[src/rtl/dmem_bridge_pkg.sv]
// dmem_bridge_pkg: state encoding and bus constants shared by the data-memory bridge
package dmem_bridge_pkg;
    typedef enum logic [1:0] {
        DMB_IDLE = 2'd0,
        DMB_BUSY = 2'd1,
        DMB_DONE = 2'd2
    } dmb_state_e;
    localparam logic [3:0]  BUS_SEL_WORD = 4'hF;
    localparam logic [31:0] DMB_ERR_DATA = 32'hFFFF_FFFF;
endpackage

[src/rtl/dmem_bridge.sv]
// dmem_bridge: turns MEM-stage loads/stores into single-word req/ack bus cycles
// and stalls the pipeline until each access completes, aborts or is rejected.
module dmem_bridge
    import dmem_bridge_pkg::*;
#(
    parameter int          TIMEOUT  = 255,
    parameter logic [31:0] ERR_DATA = DMB_ERR_DATA
) (
    input  logic        clk,
    input  logic        rst_n,
    input  logic        mem_valid,
    input  logic        mem_ren,
    input  logic        mem_wen,
    input  logic [31:0] mem_addr,
    input  logic [31:0] mem_dout,
    output logic [31:0] mem_din,
    output logic        mem_stall,
    output logic        mem_err,
    output logic        bus_cyc,
    output logic        bus_stb,
    output logic        bus_we,
    output logic [31:0] bus_addr,
    output logic [31:0] bus_dout,
    output logic [3:0]  bus_sel,
    input  logic [31:0] bus_din,
    input  logic        bus_ack
);
    localparam logic [9:0] LAST = 10'(TIMEOUT - 1);

    dmb_state_e state;
    logic [9:0] cnt;
    logic       req;

    assign req       = mem_valid & (mem_ren | mem_wen);
    assign mem_stall = (state == DMB_IDLE & req) | (state == DMB_BUSY);
    assign bus_sel   = BUS_SEL_WORD;

    always_ff @(posedge clk or negedge rst_n) begin
        if (!rst_n) begin
            state    <= DMB_IDLE;
            bus_cyc  <= 1'b0;
            bus_stb  <= 1'b0;
            bus_we   <= 1'b0;
            bus_addr <= '0;
            bus_dout <= '0;
            mem_din  <= '0;
            mem_err  <= 1'b0;
            cnt      <= '0;
        end else begin
            mem_err <= 1'b0;
            case (state)
                DMB_IDLE: if (req) begin
                    if (mem_addr[1:0] == 2'b00) begin
                        bus_addr <= mem_addr;
                        bus_dout <= mem_dout;
                        bus_we   <= mem_wen;
                        bus_cyc  <= 1'b1;
                        bus_stb  <= 1'b1;
                        cnt      <= '0;
                        state    <= DMB_BUSY;
                    end else begin
                        mem_din <= ERR_DATA;
                        mem_err <= 1'b1;
                        state   <= DMB_DONE;
                    end
                end
                DMB_BUSY: if (bus_ack || cnt == LAST) begin
                    bus_cyc <= 1'b0;
                    bus_stb <= 1'b0;
                    bus_we  <= 1'b0;
                    state   <= DMB_DONE;
                    // a late ack still wins over the timeout in the same cycle
                    if (bus_ack) begin
                        if (!bus_we) mem_din <= bus_din;
                    end else begin
                        mem_din <= ERR_DATA;
                        mem_err <= 1'b1;
                    end
                end else begin
                    cnt <= cnt + 10'd1;
                end
                default: state <= DMB_IDLE;
            endcase
        end
    end
endmodule

[config.mk]
export PLATFORM = sky130hd
export DESIGN_NAME = dmem_bridge
export DESIGN_NICKNAME = d
export VERILOG_FILES = /design/src/rtl/dmem_bridge_pkg.sv /design/src/rtl/dmem_bridge.sv
export SDC_FILE = /design/constraint.sdc
export NUM_CORES = 1
export LEC_CHECK = 0
export CORE_MARGIN = 5
export CORE_UTILIZATION = 30
export DETAILED_ROUTE_END_ITERATION = 16
export GPL_TIMING_DRIVEN = 0
export SLEW_MARGIN = 30
export SYNTH_ARGS = -nofsm -noshare
export SYNTH_HDL_FRONTEND = slang
export SYNTH_SLANG_ARGS = --single-unit
export TNS_END_PERCENT = 50
[constraint.sdc]
create_clock -name clk -period 3.3 [get_ports clk]
set_input_delay 0.33 -clock clk [delete_from_list [all_inputs] [get_ports clk]]
set_output_delay 0.33 -clock clk [all_outputs]
set_load 0.01 [all_outputs]
After elaboration in Yosys (flattened, before gate mapping)
Index checks and enable logic that the tools add are counted. Widths: inputs -> output; s select.

Eq/ne operators: 8. Reduce and logical (&&, ||, !) cells: 9. Bitwise logic cells: 4. Mux-type cells: 26. Add/subtract/negate cells: 1.

Operators by type and width (count): $mux 32 (5); $pmux 32 s2 (1); $mux 10 (3); $pmux 10 s2 (1); $add 10x1->10 const B (1); $eq 10x8->1 const B (1); $mux 1 (9); $reduce_and 4->1 (2); $mux 2 (3); $ne 2x2->1 const B (3); $pmux 1 s2 (3); $reduce_and 5->1 (1); $logic_not 2->1 (2); $ne 2x1->1 const B (2); $pmux 2 s2 (1); $ne 3x3->1 const B (1); $reduce_and 3->1 (1); $and 1x1->1 (2); $eq 2x1->1 const B (1); $or 1x1->1 (2); $reduce_and 2->1 (1); $reduce_bool 2->1 (1); $logic_or 1x1->1 (1).

Input bits: 102. Output and inout port bits: 105. Word-level logic and storage cells: 56. Flip-flop bits (word level): 111.

Depth between registers and ports, before layout
Depth after elaboration: 4. Gate-level depth with buffers: 7.

Worst setup path after synthesis
OpenSTA, ideal clock, no wires.

Path type: input-to-reg. Start: input port mem_addr[1]. End: register bus_addr[10]. Setup slack: 1.581 ns. Stages: 7. Data arrival time: 1.602 ns. Setup time: 0.117 ns. Path through: or2_1 or4_1 clkbuf_1 buf_4 buf_6 nand2_1 nand2_1.

Word-level cells in the longest chain between the ends: 2.

Ends and longest elaborated chain: start: declaration (line dmem_bridge.sv:14) `input logic [31:0] mem_addr,`; $logic_not 2->1 (line dmem_bridge.sv:53) `if (mem_addr[1:0] == 2'b00) begin`; $reduce_and 3->1 (no line); end signal: assignment (line dmem_bridge.sv:54) `bus_addr <= mem_addr;`; end: declaration (line dmem_bridge.sv:22) `output logic [31:0] bus_addr,`.

No other way between the ends. A chain may end at the register's enable or synchronous reset.

Worst setup path in the final report
Start: input port mem_addr[1]. End: register cnt[8].

Word-level cells in the longest chain between the ends: 3.

Ends and longest elaborated chain: $logic_not 2->1 (line dmem_bridge.sv:53); $ne 2x1->1 (no line); $reduce_and 4->1 (no line); end signal: assignment (line dmem_bridge.sv:80) `cnt <= cnt + 10'd1;`; end: declaration (line dmem_bridge.sv:31) `logic [9:0] cnt;`.

No other way between the ends.

==> impl_metrics.py <==
metrics = {
    "global_routing": {
        "grt_usage_pct": 14.98,
        "grt_pass1_vias": 4156,
        "globalRouteMet3Util_pct": 5.461,
        "grt_max_degree": 60,
        "met1_usage_pct": 19.49,
        "top_usage_layer": "met2",
        "use_met2_pct": 23.34,
        "grt_pass1_wl_um": 21910,
        "gr-total-overflow": 0,
        "antenna_found_initial": 0,
    },
    "yosys": {
        "yosys.area.top_type_share_pct": 58.75,
        "syn-instance-count": 496,
        "yosysMostFrequentCell": "nand2_1",
        "synth.distinct_cells": 37,
        "synthTopCellsByArea": "dfrtp_1 59%, nand2_1 15%, mux2i_1 6.8%",
        "synth_top_area_cell": "dfrtp_1",
        "synth_commonest_cells": "191 x nand2_1, 111 x dfrtp_1, 36 x inv_1, 36 x nor2_1, 32 x mux2i_1",
        "synthFlopType": "dfrtp_1",
        "synth_edf_count": 0,
        "ys_warn_count": 0,
        "yosysSeqAreaShare_pct": 58.75,
        "synthArstFlopShare_pct": 100.0,
        "avgSynthCellArea_um2": 9.533,
        "ys_seq_elements": 111,
        "synth_area_um2": 4728,
    },
    "place": {
        "numPortBuffers": 202,
        "detailed_place_hpwl_um": 10260,
        "finalWeightedCongestion": 0.7831,
        "placed_cells": 913,
    },
    "drt": {
        "routed_wl_um": 13510,
        "drt_iter0_drc": 147,
        "via_per_inst": 4.332,
        "ant_nets": 0,
        "first_pass_iters": 4,
        "drc": 0,
        "post_drt_wl_per_cell_um": 14.53,
        "num_vias": 4029,
    },
    "worst_setup_path": {
        "cp-start-kind": "input pin",
        "end_kind": "register",
        "rr_startpoint": "state[1]",
        "r2r_cells": 4,
        "cp-endpoint": "cnt[8]",
        "worstReg2RegEnd": "cnt[8]",
        "crit_arrival_ps": 2410,
        "required_ps": 3530,
        "rrSetupSlack_ps": 1240,
        "cp_max_fo": 10,
        "critPathKind": "in2reg",
        "worstSetupStartpoint": "mem_addr[1]",
    },
    "floorplan": {
        "initial_core_util_pct": 30.87,
        "core_region_area_um2": 15310,
        "die_height_um": 135.5,
        "die-area_um2": 18370,
        "pin_count": 207,
        "die_w_um": 135.5,
        "num_rows": 45,
    },
    "sta": {
        "hold_viol": 0,
        "period_share_pct": 66.17,
        "rsz0062_at_grt": "no",
        "tightest_slew_ps": 855.8,
        "finClkSkew_ps": 5.254,
        "fin_crit_ps": 2184,
        "setup_violations": 0,
        "finalMaxSlewViolations": 0,
        "fmax_ghz": 0.4580,
        "relSlewSlack_pct": 42.52,
        "hold-worst-slack_ps": 476.9,
    },
    "power_and_ir_drop": {
        "cellInternalPower_uw": 2817,
        "p_switching_uw": 1174,
        "swShare_pct": 29.41,
        "p_leak_uw": 0.003677,
        "seq_power_share_pct": 44.7,
        "combPwrFrac_pct": 30.2,
        "pwr-share-clk_pct": 25.1,
        "peakVddDrop_v": 0.0002655,
        "p_per_area_nw_per_um2": 544.2,
    },
    "cts": {
        "clock_latency_ps": 340,
        "root_buffer": "clkbuf_16",
        "htreeDepth": 3,
        "cts.sinks": 111,
        "path_clk_slew_ps": 70,
        "tritoncts": "yes",
        "clk_path_buf_depth": 2,
        "cts_resized": 0,
        "post-cts-setup-buffer-count": 0,
        "numCtsBuffers": 9,
    },
    "layout": {
        "fillerInstances": 1459,
        "final_cell_count_no_fill": 930,
        "syn2layout_area_growth_pct": 55.12,
        "fin_nets": 818,
        "final_core_util_pct": 47.89,
        "drive_gt1_share_pct": 5.007,
        "n_antenna_cell": 0,
    },
    "flow_run": {
        "cap_viol_max_count": 0,
    },
    "status": {
        "status": "finished clean",
    },
    "min_path": {
        "hold_path_class": "reg2reg",
    },
}
-- stage by stage --
step | worst slack (ps) | TNS (ps) | instance area [um2] | power [uW]
after floorplan | 1581 | 0 | 4740 | 2244
after detailed placement | 700.8 | 0 | 7058 | 3036
final | 1116 | 0 | 7335 | 3992
after global placement | -2489 | -275430 | 7025 | 3010
after CTS | 1083 | 0 | 7335 | 4058
after global routing | 993.8 | 0 | 7335 | 4251
-- placed cells by master (no fill, tap or decap), types with 2 or more instances in the layout --
master,count
a211o_1,3
a21oi_1,4
and2_1,3
and3_1,4
and4_1,2
buf_4,6
buf_6,6
clkbuf_1,15
clkbuf_16,9
clkdlybuf4s50_1,201
clkinv_2,3
clkinvlp_4,3
conb_1,4
dfrtp_1,111
ha_1,2
inv_1,36
mux2i_1,32
nand2_1,191
nand2b_1,3
nand3_1,7
nand4_1,2
nor2_1,36
nor3_1,4
o21ai_0,9
o22ai_1,2
o31ai_1,2
or4_1,2
-- worst min-delay path by stage --
stage	endpoint	cells after the start	startpoint	slack (ps)
after CTS	bus_dout[14]	2	bus_dout[14]	480
after floorplan	bus_addr[0]	0	rst_n	30
after global placement	bus_addr[10]	2	bus_addr[10]	460
after global routing	bus_dout[7]	3	mem_dout[7]	490
after detailed placement	mem_din[13]	1	rst_n	310
final	bus_dout[14]	2	bus_dout[14]	480
-- worst max-delay path, cell delays in order --
cell and delay (ps):
clkdlybuf4s50_1 440, or2_1 280, nor4_4 770, nor2_2 200, a221o_1 390
-- logic make-up after synthesis --
kind of cell	Yosys count	synth area share [%]
buffers and inverters	62	6.351
AO/OA/AOI/OAI	26	4.340
other	1	0.07931
multiplexers	32	6.774
adder cells (fa/ha/maj)	2	0.5292
flip-flops	111	58.75
XOR/XNOR	1	0.1853
AND/OR/NAND/NOR	261	23.00
-- timing repair --
item / CTS / global route
endpoints found under the setup margin: 0 / 0
hold buffers: 1 / 0
hold endpoints to repair: 58 / 0
-- metal layers --
layer | routed length [um] | vias to the layer above
li1 | - | 1985
met1 | 5950 | 1889
met2 | 6114 | 144
met3 | 1275 | 11
met4 | 168 | 0
met5 | 0 | -
-- flip-flops by register name, summed over array words and instances (netlist names) --
name	cells
bus_addr	32
bus_dout	32
bus_stb	1
bus_we	1
cnt	10
mem_din	32
mem_err	1
state	2
-- power groups by stage --
stage | Combinational (uW) | Sequential [uW] | Clock [uW]
final | 1210 | 1780 | 1000
after global routing | 1330 | 1820 | 1100
after CTS | 1240 | 1790 | 1040
after detailed placement | 1230 | 1810 | 0
after global placement | 1210 | 1800 | 0
after floorplan | 338 | 1910 | 0
-- layout make-up --
| class | count | area (um2) | share of cell area (%) |
|---|---|---|---|
| sequential | 111 | 2778 | 37.87 |
| inverter | 36 | 135.1 | 1.842 |
| timing repair buffer | 204 | 2064 | 28.15 |
| multi-input combinational | 326 | 1662 | 22.65 |
| buffer | 26 | 165.2 | 2.252 |
| tap | 211 | 264.0 | 3.599 |
| clock buffer | 10 | 229.0 | 3.122 |
| clock inverter | 6 | 37.54 | 0.5118 |
No activity file was read; power rests on OpenSTA's default activity.
